==> config.mk <==
export PLATFORM = sky130hd
export DESIGN_NAME = ps2_temp_capture_flat
export DESIGN_NICKNAME = d
export VERILOG_FILES = /design/src/rtl/ps2_temp_capture_if.sv /design/src/rtl/ps2_temp_capture.sv /design/src/flat_wrapper.sv
export SDC_FILE = /design/constraint.sdc
export NUM_CORES = 1
export LEC_CHECK = 0
export CORE_MARGIN = 8
export CORE_UTILIZATION = 50
export DETAILED_ROUTE_END_ITERATION = 8
export GPL_TIMING_DRIVEN = 1
export PLACE_DENSITY_LB_ADDON = 0.3
export SYNTH_ARGS = -nofsm -noshare
export SYNTH_HDL_FRONTEND = slang
export SYNTH_SLANG_ARGS = --single-unit
export TNS_END_PERCENT = 20
==> constraint.sdc <==
create_clock -name CLK -period 2.7 [get_ports CLK]
set_input_delay 0.54 -clock CLK [delete_from_list [all_inputs] [get_ports CLK]]
set_output_delay 0.54 -clock CLK [all_outputs]
set_load 0.01 [all_outputs]
==> src/rtl/ps2_temp_capture_if.sv <==
// Byte-stream and commit-side signals between the PS/2 receiver, the capture
// block and the temperature-range decoder.
interface ps2_temp_capture_if;
  logic       rx_done_tick;
  logic [7:0] dout;
  logic [7:0] DECENAS;
  logic [7:0] UNIDADES;
  logic       Bandera;
  logic       busy;
  logic [1:0] digits;

  modport master (
    output rx_done_tick, dout,
    input  DECENAS, UNIDADES, Bandera, busy, digits
  );

  modport slave (
    input  rx_done_tick, dout,
    output DECENAS, UNIDADES, Bandera, busy, digits
  );
endinterface

==> src/rtl/ps2_temp_capture.sv <==
// Collects a two-digit temperature entry from PS/2 make-codes and presents it
// to the range decoder with a one-cycle Bandera strobe on Enter.
module ps2_temp_capture #(
  parameter int unsigned TIMEOUT_CYCLES = 100_000_000,
  parameter int unsigned TO_WIDTH       = 27
) (
  input logic              CLK,
  input logic              reset,
  ps2_temp_capture_if.slave bus
);

  typedef enum logic [1:0] {
    IDLE       = 2'd0,
    WAIT_UNITS = 2'd1,
    WAIT_ENTER = 2'd2
  } state_e;

  localparam logic [7:0] K_ZERO  = 8'h45;
  localparam logic [7:0] K_ENTER = 8'h5A;
  localparam logic [7:0] K_BKSP  = 8'h66;
  localparam logic [7:0] K_ESC   = 8'h76;
  localparam logic [7:0] K_BRK   = 8'hF0;
  localparam logic [7:0] K_EXT   = 8'hE0;
  localparam logic [TO_WIDTH-1:0] TO_LAST = TO_WIDTH'(TIMEOUT_CYCLES - 1);

  function automatic logic is_digit(input logic [7:0] code);
    case (code)
      8'h45, 8'h16, 8'h1E, 8'h26, 8'h25,
      8'h2E, 8'h36, 8'h3D, 8'h3E, 8'h46: is_digit = 1'b1;
      default:                           is_digit = 1'b0;
    endcase
  endfunction

  state_e              state_q, state_d;
  logic [7:0]          tens_q, tens_d;
  logic [7:0]          units_q, units_d;
  logic [7:0]          dec_q, dec_d;
  logic [7:0]          uni_q, uni_d;
  logic                band_q, band_d;
  logic                busy_q, busy_d;
  logic [1:0]          digits_q, digits_d;
  logic                brk_q, brk_d;
  logic                ext_q, ext_d;
  logic [TO_WIDTH-1:0] cnt_q, cnt_d;

  // State, buffers, committed outputs and timeout counter
  always_ff @(posedge CLK) begin
    if (reset) begin
      state_q  <= IDLE;
      tens_q   <= K_ZERO;
      units_q  <= K_ZERO;
      dec_q    <= K_ZERO;
      uni_q    <= K_ZERO;
      band_q   <= 1'b0;
      busy_q   <= 1'b0;
      digits_q <= 2'd0;
      brk_q    <= 1'b0;
      ext_q    <= 1'b0;
      cnt_q    <= '0;
    end else begin
      state_q  <= state_d;
      tens_q   <= tens_d;
      units_q  <= units_d;
      dec_q    <= dec_d;
      uni_q    <= uni_d;
      band_q   <= band_d;
      busy_q   <= busy_d;
      digits_q <= digits_d;
      brk_q    <= brk_d;
      ext_q    <= ext_d;
      cnt_q    <= cnt_d;
    end
  end

  // Byte classification, entry FSM and timeout; a tick always wins over expiry
  always_comb begin
    state_d = state_q;
    tens_d  = tens_q;
    units_d = units_q;
    dec_d   = dec_q;
    uni_d   = uni_q;
    band_d  = 1'b0;
    brk_d   = brk_q;
    ext_d   = ext_q;
    cnt_d   = cnt_q;

    if (bus.rx_done_tick) begin
      cnt_d = '0;
      if (bus.dout == K_BRK) begin
        brk_d = 1'b1;
      end else if (bus.dout == K_EXT) begin
        ext_d = 1'b1;
      end else if (brk_q || ext_q) begin
        // Break codes and extended keys (keypad Enter included) are dropped
        brk_d = 1'b0;
        ext_d = 1'b0;
      end else begin
        case (state_q)
          IDLE: begin
            if (is_digit(bus.dout)) begin
              tens_d  = bus.dout;
              state_d = WAIT_UNITS;
            end else begin
              state_d = IDLE;
            end
          end
          WAIT_UNITS: begin
            if (is_digit(bus.dout)) begin
              units_d = bus.dout;
              state_d = WAIT_ENTER;
            end else if (bus.dout == K_BKSP || bus.dout == K_ESC) begin
              tens_d  = K_ZERO;
              units_d = K_ZERO;
              state_d = IDLE;
            end else if (bus.dout == K_ENTER) begin
              dec_d   = K_ZERO;
              uni_d   = tens_q;
              band_d  = 1'b1;
              tens_d  = K_ZERO;
              units_d = K_ZERO;
              state_d = IDLE;
            end else begin
              state_d = WAIT_UNITS;
            end
          end
          WAIT_ENTER: begin
            if (bus.dout == K_BKSP) begin
              units_d = K_ZERO;
              state_d = WAIT_UNITS;
            end else if (bus.dout == K_ESC) begin
              tens_d  = K_ZERO;
              units_d = K_ZERO;
              state_d = IDLE;
            end else if (bus.dout == K_ENTER) begin
              dec_d   = tens_q;
              uni_d   = units_q;
              band_d  = 1'b1;
              tens_d  = K_ZERO;
              units_d = K_ZERO;
              state_d = IDLE;
            end else begin
              state_d = WAIT_ENTER;
            end
          end
          default: begin
            tens_d  = K_ZERO;
            units_d = K_ZERO;
            state_d = IDLE;
          end
        endcase
      end
    end else if (state_q != IDLE) begin
      if (cnt_q == TO_LAST) begin
        state_d = IDLE;
        tens_d  = K_ZERO;
        units_d = K_ZERO;
        brk_d   = 1'b0;
        ext_d   = 1'b0;
      end else begin
        cnt_d = cnt_q + 1'b1;
      end
    end else begin
      cnt_d = '0;
    end

    if (state_d == IDLE) begin
      cnt_d = '0;
    end else begin
      cnt_d = cnt_d;
    end

    busy_d = (state_d != IDLE);
    case (state_d)
      IDLE:       digits_d = 2'd0;
      WAIT_UNITS: digits_d = 2'd1;
      WAIT_ENTER: digits_d = 2'd2;
      default:    digits_d = 2'd0;
    endcase
  end

  assign bus.DECENAS  = dec_q;
  assign bus.UNIDADES = uni_q;
  assign bus.Bandera  = band_q;
  assign bus.busy     = busy_q;
  assign bus.digits   = digits_q;

endmodule

==> src/flat_wrapper.sv <==
// flat-port wrapper written by rule: the top's interface ports become plain ports
module ps2_temp_capture_flat 
#(
  parameter int unsigned TIMEOUT_CYCLES = 100_000_000,
  parameter int unsigned TO_WIDTH       = 27
)
  (CLK, reset, bus_rx_done_tick, bus_dout, bus_DECENAS, bus_UNIDADES, bus_Bandera, bus_busy, bus_digits);
  ps2_temp_capture_if bus_i ();
  input logic CLK;
  input logic reset;
  input wire logic [$bits(bus_i.rx_done_tick)-1:0] bus_rx_done_tick;
  input wire logic [$bits(bus_i.dout)-1:0] bus_dout;
  output wire logic [$bits(bus_i.DECENAS)-1:0] bus_DECENAS;
  output wire logic [$bits(bus_i.UNIDADES)-1:0] bus_UNIDADES;
  output wire logic [$bits(bus_i.Bandera)-1:0] bus_Bandera;
  output wire logic [$bits(bus_i.busy)-1:0] bus_busy;
  output wire logic [$bits(bus_i.digits)-1:0] bus_digits;
  assign bus_i.rx_done_tick = bus_rx_done_tick;
  assign bus_i.dout = bus_dout;
  assign bus_DECENAS = bus_i.DECENAS;
  assign bus_UNIDADES = bus_i.UNIDADES;
  assign bus_Bandera = bus_i.Bandera;
  assign bus_busy = bus_i.busy;
  assign bus_digits = bus_i.digits;
  ps2_temp_capture #(.TIMEOUT_CYCLES(TIMEOUT_CYCLES), .TO_WIDTH(TO_WIDTH)) u_core (.CLK(CLK), .reset(reset), .bus(bus_i));
endmodule
==> flow_summary.ini <==
[die]
rows = 30
die_h_um = 98.0
core_um2 = 6640
io-pin-count = 31
die_w_um = 98.0
dieArea_um2 = 9610
start_util = 0.507

[final_layout]
fin_nets = 475
utilization = 0.636
final_area_um2 = 4230
syn_to_final_growth_pct = 25.6
layout-drive-gt1-share = 0.142
antenna_cells = 0

[yosys]
synthesis.area_um2 = 3370
synth_fa_ha_area_frac = 0.0186
syn_area_per_cell_um2 = 8.52
yosys_most_used_dff = dfxtp_1
synth_top_family_by_area = simple AND/OR/NAND/NOR gates
syn-num-nets = 411
synth_compound_area_frac = 0.164
synth_xor_xnor_area_share = 0.0677
synth_edf_count = 0
synthCells = 395
synth-simple-area-share = 0.279
ys_types = 54
yosysWarnings = 0
ys_seq_area_frac = 0.399
synth_async_sr_flop_share = 0
ys_ff_latch = 67
synth.area.mux_share = 0.0327

[route]
wl_per_cell_um = 15.2
remaining_drc_errors = 0
vias = 3082
drt-total-wl_um = 8270
vias_per_cell = 5.67
dr.pass1.iters = 4
ant_nets = 0
first_iter_violations = 179

[clock_network]
h-tree-depth = 3
cts.reportedPaths.clkPinSlew_ns = 0.07
clock-sinks = 67
ctsHoldBuffers = 0
clk_latency_ns = 0.35
cts-root-buf = clkbuf_8
tritoncts = done
cts_setup_buffers = 0
cts.path.max_buffers = 2
cts_buffers = 9
cts_resized = 0

[pwr]
switchingPower_w = 0.000447
intPower_w = 0.00150
pwr-share-seq = 0.510
ir_drop_mv = 0.224
p_per_area_nw_per_um2 = 460
sw_frac_of_total = 0.230
clkPwrFrac = 0.426
cellLeakagePower_nw = 1.58
comb_power_share = 0.064

[placement]
portBuffers = 30
globalplace.congestion = 0.927
dpl_cell_area_um2 = 4030
hpwlAfterDp_um = 6160
dp_slack_ns = -0.198

[sta]
fmax_mhz = 386
slew_violations = 0
worst_pin_slew_ns = 0.659
relSlewSlack = 0.561
rsz0062_at_grt = no
fin_crit_ns = 2.59
skew_ns = 0.00847
setup_viol = 0
period_share = 0.960
fin_tns_setup_ns = 0
worst_slack_ns = 0.107
hold_viol_final = 0

[hold_path]
holdCritPathClass = reg2reg

[critical_path]
worstPathArrival_ns = 2.88
critPathKind = in2reg
startpoint_type = primary input
path_max_fanout = 7
crit_required_ns = 2.98
cp-end-kind = flop

[global_route]
antenna_found_initial = 0
grt_pass1_wl_um = 13700
grt-ovfl-total = 0
grt_max_degree = 28
grt_usage = 0.175
grt_pass1_vias = 2975

[run]
maxCapViolations = 0

[run_status]
status = complete, no violations
-- per-stage QoR --
stage               std cells  hold slack, ns  total power, W
finish                    544           0.450         0.00194
global route              544           0.471         0.00201
detailed placement        528           0.435         0.00114
global placement          528           0.431         0.00114
floorplan                 395           0.413         0.00107
CTS                       544           0.450         0.00196
-- synth_stat cells (4+ instances only) --
cell type  number  area, um2
a211oi_1       12       90.1
a21o_1          7       52.6
mux2i_1        11        110
a22o_1          4       35.0
nor3b_1         6       45.0
ha_1            5       62.6
dfxtp_1        67       1340
and3_1          8       50.1
nor4bb_1        4       40.0
xor2_1         23        201
nor3_1          8       40.0
nand4_1        16        100
inv_1          10       37.5
nor2_1         62        233
o21ai_1         5       25.0
nand3_1        24        120
nand2_1        24       90.1
buf_2           6       30.0
clkbuf_1       13       48.8
and2_1         13       81.3
a21oi_1        20        100
-- area by class of cell --
cell class                 count  area [um2]
fill                         575        2420
multi-input combinational    297        1900
sequential                    67        1340
timing repair buffer          74         656
clock buffer                  11         141
tap                           80         100
clock inverter                 5        52.6
inverter                      10        37.5
-- critical path: stages --
cell and delay, ns:
clkdlybuf4s50_1 0.61, nor4bb_1 0.10, a211oi_1 0.57, a21o_1 0.25
a211oi_1 0.10, a21oi_1 0.46, mux2i_1 0.24
-- logic make-up (layout without fill, tap and decap cells) --
kind of cell    Yosys count  after routing
compound gates           74             74
buf+inv                  31            100
simple gates            181            181
mux                      11             11
fa+ha+maj                 5              5
flops                    67             67
xor+xnor                 26             26
-- cell usage in the layout (no fill, tap or decap), drive strengths merged, types with 2 or more instances in the layout --
master / count
dfxtp: 67
nor2: 62
buf: 44
clkdlybuf4s50: 30
nand3: 24
nand2: 24
xor2: 23
a21oi: 20
nand4: 16
and2: 13
a211oi: 13
mux2i: 11
clkbuf: 11
inv: 10
and3: 8
nor3: 8
a21o: 7
nor3b: 6
o21ai: 5
ha: 5
nor4bb: 4
a22o: 4
nor4: 4
o211ai: 4
nand4bb: 3
xnor2: 3
clkinv: 3
o31a: 2
nand2b: 2
or3: 2
a2bb2oi: 2
o22a: 2
o311ai: 2
-- state kept, by name, indices dropped and copies added, names as in the netlist --
name / count
u_core.bus.digits: 2
u_core.bus.busy: 1
u_core.cnt_q: 27
u_core.units_q: 8
u_core.ext_q: 1
u_core.bus.Bandera: 1
u_core.state_q: 2
u_core.brk_q: 1
u_core.tens_q: 8
u_core.bus.UNIDADES: 8
u_core.bus.DECENAS: 8
-- layer usage --
metal  wire length, um  part of all wire  track usage  vias up
met1              3620              0.44        0.195     1430
met4               223             0.027        0.101        0
met3               407             0.049       0.0370       22
met2              4010              0.49        0.301       77
li1                  -                 -            -     1553
met5                 0                 0            0        -
-- final timing paths --
kind / startpoint / endpoint / slack, ns / cells after the start
setup / recovery: bus_dout[6] / u_core.tens_q[2] / 0.11 / 7
hold / removal: u_core.cnt_q[0] / u_core.cnt_q[0] / 0.45 / 1
setup reg to reg: u_core.state_q[0] / u_core.tens_q[5] / 0.33 / 7
hold reg to reg: u_core.cnt_q[0] / u_core.cnt_q[0] / 0.45 / 1
-- power by group through the flow --
stage / sequential, W / clock, W / combinational [W]
2_1_floorplan: 0.00101 / 0 / 0.0000592
3_3_place_gp: 0.00101 / 0 / 0.000121
3_5_place_dp: 0.00101 / 0 / 0.000122
4_1_cts: 0.000991 / 0.000847 / 0.000123
5_1_grt: 0.000991 / 0.000890 / 0.000132
6_report: 0.000991 / 0.000827 / 0.000124
(Power assumes the default switching activity.)
